==> src/rtl/rbs_pkg.sv <==
// Shared types and helpers for the pipelined ripple-borrow subtractor.
// Optional build macro: RBS_OVF_EN (adds the sign bits used for signed overflow).
package rbs_pkg;

  localparam int unsigned RBS_DEFAULT_WIDTH = 32;

  // One borrow stage per bit, so latency equals the operand width.
  function automatic int unsigned rbs_latency(input int unsigned width);
    return width;
  endfunction

  // Per-stage control slice. The a/b remainders and the partial difference
  // depend on the module's WIDTH parameter, so they travel beside this
  // struct as vectors of that width.
  typedef struct packed {
    logic valid;
    logic borrow;
`ifdef RBS_OVF_EN
    logic sign_a;
    logic sign_b;
`endif
  } rbs_ctrl_t;

endpackage

==> src/rtl/rbs_stage.sv <==
// One full-subtractor bit cell plus its stage register.
// Skew: the a/b remainders shift right by one each stage, so bit 0 is always
// the bit this stage consumes. Deskew: the partial difference shifts right
// with the new bit entering at the MSB, so after WIDTH stages every bit sits
// in its final position.
// Optional build macro: RBS_OVF_EN (sign bits ride along in the control slice).
module rbs_stage
  import rbs_pkg::*;
#(
  parameter int unsigned WIDTH = RBS_DEFAULT_WIDTH
) (
  input  logic             clk,
  input  logic             arst_n,
  input  logic             en,
  input  rbs_ctrl_t        ctrl_i,
  input  logic [WIDTH-1:0] a_i,
  input  logic [WIDTH-1:0] b_i,
  input  logic [WIDTH-1:0] d_i,
  output rbs_ctrl_t        ctrl_o,
  output logic [WIDTH-1:0] a_o,
  output logic [WIDTH-1:0] b_o,
  output logic [WIDTH-1:0] d_o
);

  rbs_ctrl_t        ctrl_d, ctrl_q;
  logic [WIDTH-1:0] a_d, a_q;
  logic [WIDTH-1:0] b_d, b_q;
  logic [WIDTH-1:0] d_d, d_q;
  logic             d_bit;

  // Bit cell on the lowest remaining operand bits, then skew/deskew shifts.
  always_comb begin
    d_bit         = a_i[0] ^ b_i[0] ^ ctrl_i.borrow;
    ctrl_d        = ctrl_i;
    ctrl_d.borrow = (~a_i[0] & b_i[0]) | (~(a_i[0] ^ b_i[0]) & ctrl_i.borrow);
    a_d           = a_i >> 1;
    b_d           = b_i >> 1;
    d_d           = d_i >> 1;
    d_d[WIDTH-1]  = d_bit;
  end

  // Stage register; holds while the pipe is stalled.
  always_ff @(posedge clk or negedge arst_n) begin
    if (!arst_n) begin
      ctrl_q <= '0;
      a_q    <= '0;
      b_q    <= '0;
      d_q    <= '0;
    end else if (en) begin
      ctrl_q <= ctrl_d;
      a_q    <= a_d;
      b_q    <= b_d;
      d_q    <= d_d;
    end
  end

  assign ctrl_o = ctrl_q;
  assign a_o    = a_q;
  assign b_o    = b_q;
  assign d_o    = d_q;

endmodule

==> src/rtl/pipelined_ripple_borrow_subtractor.sv <==
// Bit-pipelined ripple-borrow subtractor with a valid/ready handshake.
// {bout, diff} = a - b - bin, delivered WIDTH cycles after acceptance.
// Optional build macro: RBS_OVF_EN (signed overflow flag on ovf; tied 0 otherwise).
module pipelined_ripple_borrow_subtractor
  import rbs_pkg::*;
#(
  parameter int unsigned WIDTH = RBS_DEFAULT_WIDTH
) (
  input  logic             clk,
  input  logic             arst_n,
  input  logic             in_valid,
  output logic             in_ready,
  input  logic [WIDTH-1:0] a,
  input  logic [WIDTH-1:0] b,
  input  logic             bin,
  output logic             out_valid,
  input  logic             out_ready,
  output logic [WIDTH-1:0] diff,
  output logic             bout,
  output logic             ovf
);

  localparam int unsigned DEPTH = rbs_latency(WIDTH);

  if (WIDTH < 1) begin : g_bad_width
    $error("pipelined_ripple_borrow_subtractor: WIDTH must be >= 1");
  end

  rbs_ctrl_t        ctrl_s [0:DEPTH];
  logic [WIDTH-1:0] a_s    [0:DEPTH];
  logic [WIDTH-1:0] b_s    [0:DEPTH];
  logic [WIDTH-1:0] d_s    [0:DEPTH];
  logic             stall;

  // Any valid result not taken downstream freezes the whole pipe.
  always_comb begin
    stall    = out_valid & ~out_ready;
    in_ready = ~stall;
  end

  // Stage-0 inputs: a bubble enters with valid=0 and don't-care data.
  always_comb begin
    ctrl_s[0]        = '0;
    ctrl_s[0].valid  = in_valid;
    ctrl_s[0].borrow = bin;
`ifdef RBS_OVF_EN
    ctrl_s[0].sign_a = a[WIDTH-1];
    ctrl_s[0].sign_b = b[WIDTH-1];
`endif
    a_s[0] = a;
    b_s[0] = b;
    d_s[0] = '0;
  end

  for (genvar k = 0; k < DEPTH; k++) begin : g_stage
    rbs_stage #(
      .WIDTH(WIDTH)
    ) u_stage (
      .clk   (clk),
      .arst_n(arst_n),
      .en    (~stall),
      .ctrl_i(ctrl_s[k]),
      .a_i   (a_s[k]),
      .b_i   (b_s[k]),
      .d_i   (d_s[k]),
      .ctrl_o(ctrl_s[k+1]),
      .a_o   (a_s[k+1]),
      .b_o   (b_s[k+1]),
      .d_o   (d_s[k+1])
    );
  end

  // Outputs come straight from the last stage register, so they hold on stall.
  always_comb begin
    out_valid = ctrl_s[DEPTH].valid;
    diff      = d_s[DEPTH];
    bout      = ctrl_s[DEPTH].borrow;
`ifdef RBS_OVF_EN
    ovf = (ctrl_s[DEPTH].sign_a != ctrl_s[DEPTH].sign_b) &
          (d_s[DEPTH][WIDTH-1] != ctrl_s[DEPTH].sign_a);
`else
    ovf = 1'b0;
`endif
  end

endmodule

==> config.mk <==
export PLATFORM = sky130hd
export DESIGN_NAME = pipelined_ripple_borrow_subtractor
export DESIGN_NICKNAME = d
export VERILOG_FILES = /design/src/rtl/rbs_pkg.sv /design/src/rtl/rbs_stage.sv /design/src/rtl/pipelined_ripple_borrow_subtractor.sv
export SDC_FILE = /design/constraint.sdc
export NUM_CORES = 2
export LEC_CHECK = 0
export ABC_AREA = 0
export CAP_MARGIN = 20
export CORE_UTILIZATION = 54
export CTS_BUF_LIST = sky130_fd_sc_hd__clkbuf_16
export CTS_CLUSTER_SIZE = 8
export DETAILED_ROUTE_END_ITERATION = 7
export MAX_ROUTING_LAYER = met4
export PLACE_DENSITY_LB_ADDON = 0.25
export SYNTH_ARGS = -nofsm -noshare
export SYNTH_HDL_FRONTEND = slang
export SYNTH_SLANG_ARGS = --single-unit
export TNS_END_PERCENT = 10
==> constraint.sdc <==
create_clock -name clk -period 4.3 [get_ports clk]
set_clock_uncertainty 0.1 [all_clocks]
set_input_delay 1.075 -clock clk [delete_from_list [all_inputs] [get_ports clk]]
set_output_delay 1.075 -clock clk [all_outputs]
set_load 0.02 [all_outputs]
Word-level counts from Yosys, hierarchy flattened
Index checks and enable logic that the tools add are counted.
{ "word_totals": {"register_bits": 1584, "input_bits": 69, "out_inout_bits": 36} }
{ "op_classes": {"bitwise_logic": 227} }
{ "ops": {"columns": ["cell", "n"], "rows": [
  ["$not 1->1", 66],
  ["$and 1x1->1", 65],
  ["$xor 1x1->1", 64],
  ["$or 1x1->1", 32]
]} }

Depth between registers and ports, before layout
{ "depth": {"word_depth": 4, "mapped_depth": 6, "depth_no_buf": 3} }

By module
Synthesis repeated with hierarchy kept, for this count alone.
{ "hier_totals": {"hier_cells": 6706, "hier_area_um2": 121990.7} }
{ "by_module_without_submodules": {"columns": ["module", "instances", "cells_per_inst", "area_each_um2", "seq_area_each_um2"], "rows": [
  ["rbs_stage at g_stage[23].u_stage ...", 17, 209, 3809.9, 2402.3],
  ["rbs_stage at g_stage[0].u_stage ...", 15, 210, 3813.7, 2402.3],
  ["pipelined_ripple_borrow_subtractor", 1, 3, 17.5, 0.0]
]} }

Worst setup path after synthesis
Ideal clock, no wire load.
{ "synth_timing": {"path_type": "input port to output port", "from": "input port out_ready", "to": "output port in_ready", "arrival_ps": 1698, "t_required_ps": 3125, "path_slack_ps": 1427, "cell_stages": 5, "path_cell_list": "nor2b_2 -> buf_6 -> inv_1 -> buf_2 -> buf_4"} }
{ "synth_between": {"elab_chain_len": 3} }
{ "synth_rtl": {"columns": ["item", "line_no", "rtl"], "rows": [
  ["start: declaration", "pipelined_ripple_borrow_subtractor.sv:17", "input logic out_ready,"],
  ["$not 1->1", "pipelined_ripple_borrow_subtractor.sv:37", "stall = out_valid & ~out_ready;"],
  ["$and 1x1->1", "pipelined_ripple_borrow_subtractor.sv:37", null],
  ["$not 1->1", null, null],
  ["end: declaration", "pipelined_ripple_borrow_subtractor.sv:12", "output logic in_ready,"]
]} }
No other way between the ends.

Final worst setup path
Same ends and word-level chain as after synthesis.

==> flow_metrics.tcl <==
set metrics [dict create \
    status "completed" \
    power.share.switching 0.261 \
    path_common_cell "clkdlybuf4s50_1" \
    drt_wl_total_mm 85.5 \
    r2r_setup_slack_ns 1.79 \
    fillers 7864 \
    r2r_start "g_stage[31].u_stage.ctrl_o[1]$_DFFE_PN0N_" \
    multi_input_area_mm2 0.0185 \
    place_congestion 0.732 \
    register_area_mm2 0.0396 \
    setup_violations 0 \
    numPortBuffers 103 \
    cts_root_buf "clkbuf_16" \
    wl_per_cell_um 16.7 \
    grt_pass1_vias 30000 \
    avgSynthCellArea_um2 17.3 \
    ant_nets 0 \
    grt_use_total 0.165 \
    antenna_found_initial 0 \
    p_switching_mw 14.2 \
    setup_tns_ns 0 \
    cts.sinks 1584 \
    grt_pass1_wl_mm 150 \
    cts_setup_buffers 0 \
    critPathLaunchType "primary input" \
    cts_resized 0 \
    p_comb_frac 0.247 \
    clk_latency_ns 0.78 \
    post-route-period-util 0.833 \
    drc 0 \
    syn-cell-area_mm2 0.0600 \
    internal_power_mw 40.3 \
    cts_buffers 216 \
    leakage_nw 28.8 \
    power.share.clock 0.269 \
    seq_area_frac_synth 0.661 \
    reg2reg_depth 4 \
    drv_cap 0 \
    vias 27100 \
    worst-setup-path-type "primary input to output port" \
    start_util 0.548 \
    coreArea_mm2 0.109 \
    rows 121 \
    tightest_slew_ns 1.13 \
    setup_ws_ns 0.716 \
    post-dp-hpwl_mm 50.8 \
    arrival_ns 2.41 \
    drtPass1Iterations 4 \
    diodes 0 \
    utilization 0.620 \
    cts_max_path_buffers 3 \
    timing.rr.end "g_stage[0].u_stage.a_o[30]$_DFFE_PN0N_" \
    die_h_um 335 \
    cp_data_required_time_ns 3.12 \
    grt-ovfl-total 0 \
    cp_top_family "buffers and inverters" \
    cts_tree "done" \
    fmax_mhz 279 \
    die_w_um 335 \
    vdd_drop_max_uv 388 \
    critPathBufInv 3 \
    cp-end-kind "output port" \
    power_density_mw_per_mm2 804 \
    syn-num-nets 3578 \
    worstSetupStartpoint "out_ready" \
    finalCriticalPeriod_ns 3.58 \
    hold_viol_final 0 \
    cts.clk_slew.worst_paths_ns 0.05 \
    cp_cell_sequence "clkdlybuf4s50_1, nor2b_4, inv_6, clkdlybuf4s50_1" \
    whs_ns 0.205 \
    finalNetCount 3745 \
    critical-path-max-stage-delay_ns 0.55 \
    ios 105 \
    place_ws_ns 0.669 \
    critPathSlowestCell "clkdlybuf4s50_1" \
    postCtsHoldBufs 0 \
    ys_types 14 \
    critPathMaxFanout 2 \
    yosys_warnings 0 \
    drive_gt1_frac 0.484 \
    viasPerCell 5.27 \
    slew_viol_final 0 \
    rsz0062_at_grt "no" \
    h-tree-depth 4 \
    synth_cells 3477 \
    power_frac_seq 0.484 \
    syn2layout_area_growth_pct 13.0 \
    maxSlewHeadroom 0.248 \
    ys_ff_latch 1584 \
    dieArea_mm2 0.112 \
    grt_max_degree 219 \
    worstHoldPathType "primary input to asynchronous set/reset pin" \
    first_iter_violations 1099 \
]
cell usage in the layout (no fill, tap or decap), drive strengths merged, types with 2 or more instances in the layout:
cell	Yosys	routed
clkdlybuf4s50	0	102
inv	65	68
mux2i	31	31
mux2	1551	1551
buf	209	56
bufinv	0	2
clkbuf	0	221
fa	32	32
dfrtp	1584	1584
clkinv	0	6
through the flow:
step                std cells  power, mW  area [µm²]
detailed placement       4902       40.4       62000
global placement         4902       39.2       62000
CTS                      5134       55.5       67800
floorplan                3477       36.9       60000
global route             5134       58.0       67800
finish                   5134       54.5       67800
layer usage:
layer / track usage / part of all wire / up-vias
met5: - / 0 / -
met4: 0.0562 / 0.024 / 0
met3: 0.0318 / 0.030 / 184
met2: 0.262 / 0.49 / 294
met1: 0.215 / 0.45 / 14100
li1: - / - / 12500
synth_stat cells:
cell | count | area share
dfrtp_1 | 1584 | 0.66
mux2_2 | 1480 | 0.28
buf_6 | 82 | 0.015
buf_2 | 81 | 0.0068
mux2_1 | 71 | 0.013
inv_1 | 65 | 0.0041
buf_4 | 46 | 0.0058
fa_1 | 32 | 0.011
mux2i_1 | 31 | 0.0052
a21oi_1 | 1 | 0.000083
conb_1 | 1 | 0.000062
nand2b_1 | 1 | 0.00010
nor2b_2 | 1 | 0.00015
nor3b_1 | 1 | 0.00013
power groups by stage:
stage               clock network (mW)  registers (mW)  logic, mW
global route                      15.8            27.4       14.8
global placement                     0            26.3       12.9
finish                            14.7            26.4       13.5
floorplan                            0            25.1       11.8
detailed placement                   0            26.7       13.7
CTS                               15.2            26.6       13.8
cell type report:
class	count	share of cell area
Timing Repair Buffer	158	0.0274
Inverter	65	0.00367
Tap cell	1476	0.0272
Clock buffer	221	0.0815
Multi-Input combinational cell	1619	0.272
Clock inverter	11	0.00365
Sequential cell	1584	0.584
how the worst max path moves through the flow:
stage	endpoint	slack (ns)	depth (start not counted)
after detailed placement	g_stage[0].u_stage.a_o[25]$_DFFE_PN0N_	0.67	5
after global routing	in_ready	0.67	4
after global placement	in_ready	0.72	4
after CTS	in_ready	0.70	4
final	in_ready	0.72	4
after floorplan	in_ready	1.43	5
registers in the layout, summed over array words and instances (netlist names):
register / count
g_stage.u_stage.d_o: 528
g_stage.u_stage.b_o: 496
g_stage.u_stage.ctrl_o: 64
g_stage.u_stage.a_o: 496
logic make-up after synthesis:
kind of cell,Yosys count,share of synthesized area
DFF,1584,0.661
AOI/OAI and AO/OA,1,0.0000833
adders and majority gates,32,0.0107
buffers and inverters,274,0.0320
other,1,0.0000625
and+or+nand+nor,3,0.000375
muxes,1582,0.296
Power figures use the tool's default switching activity.
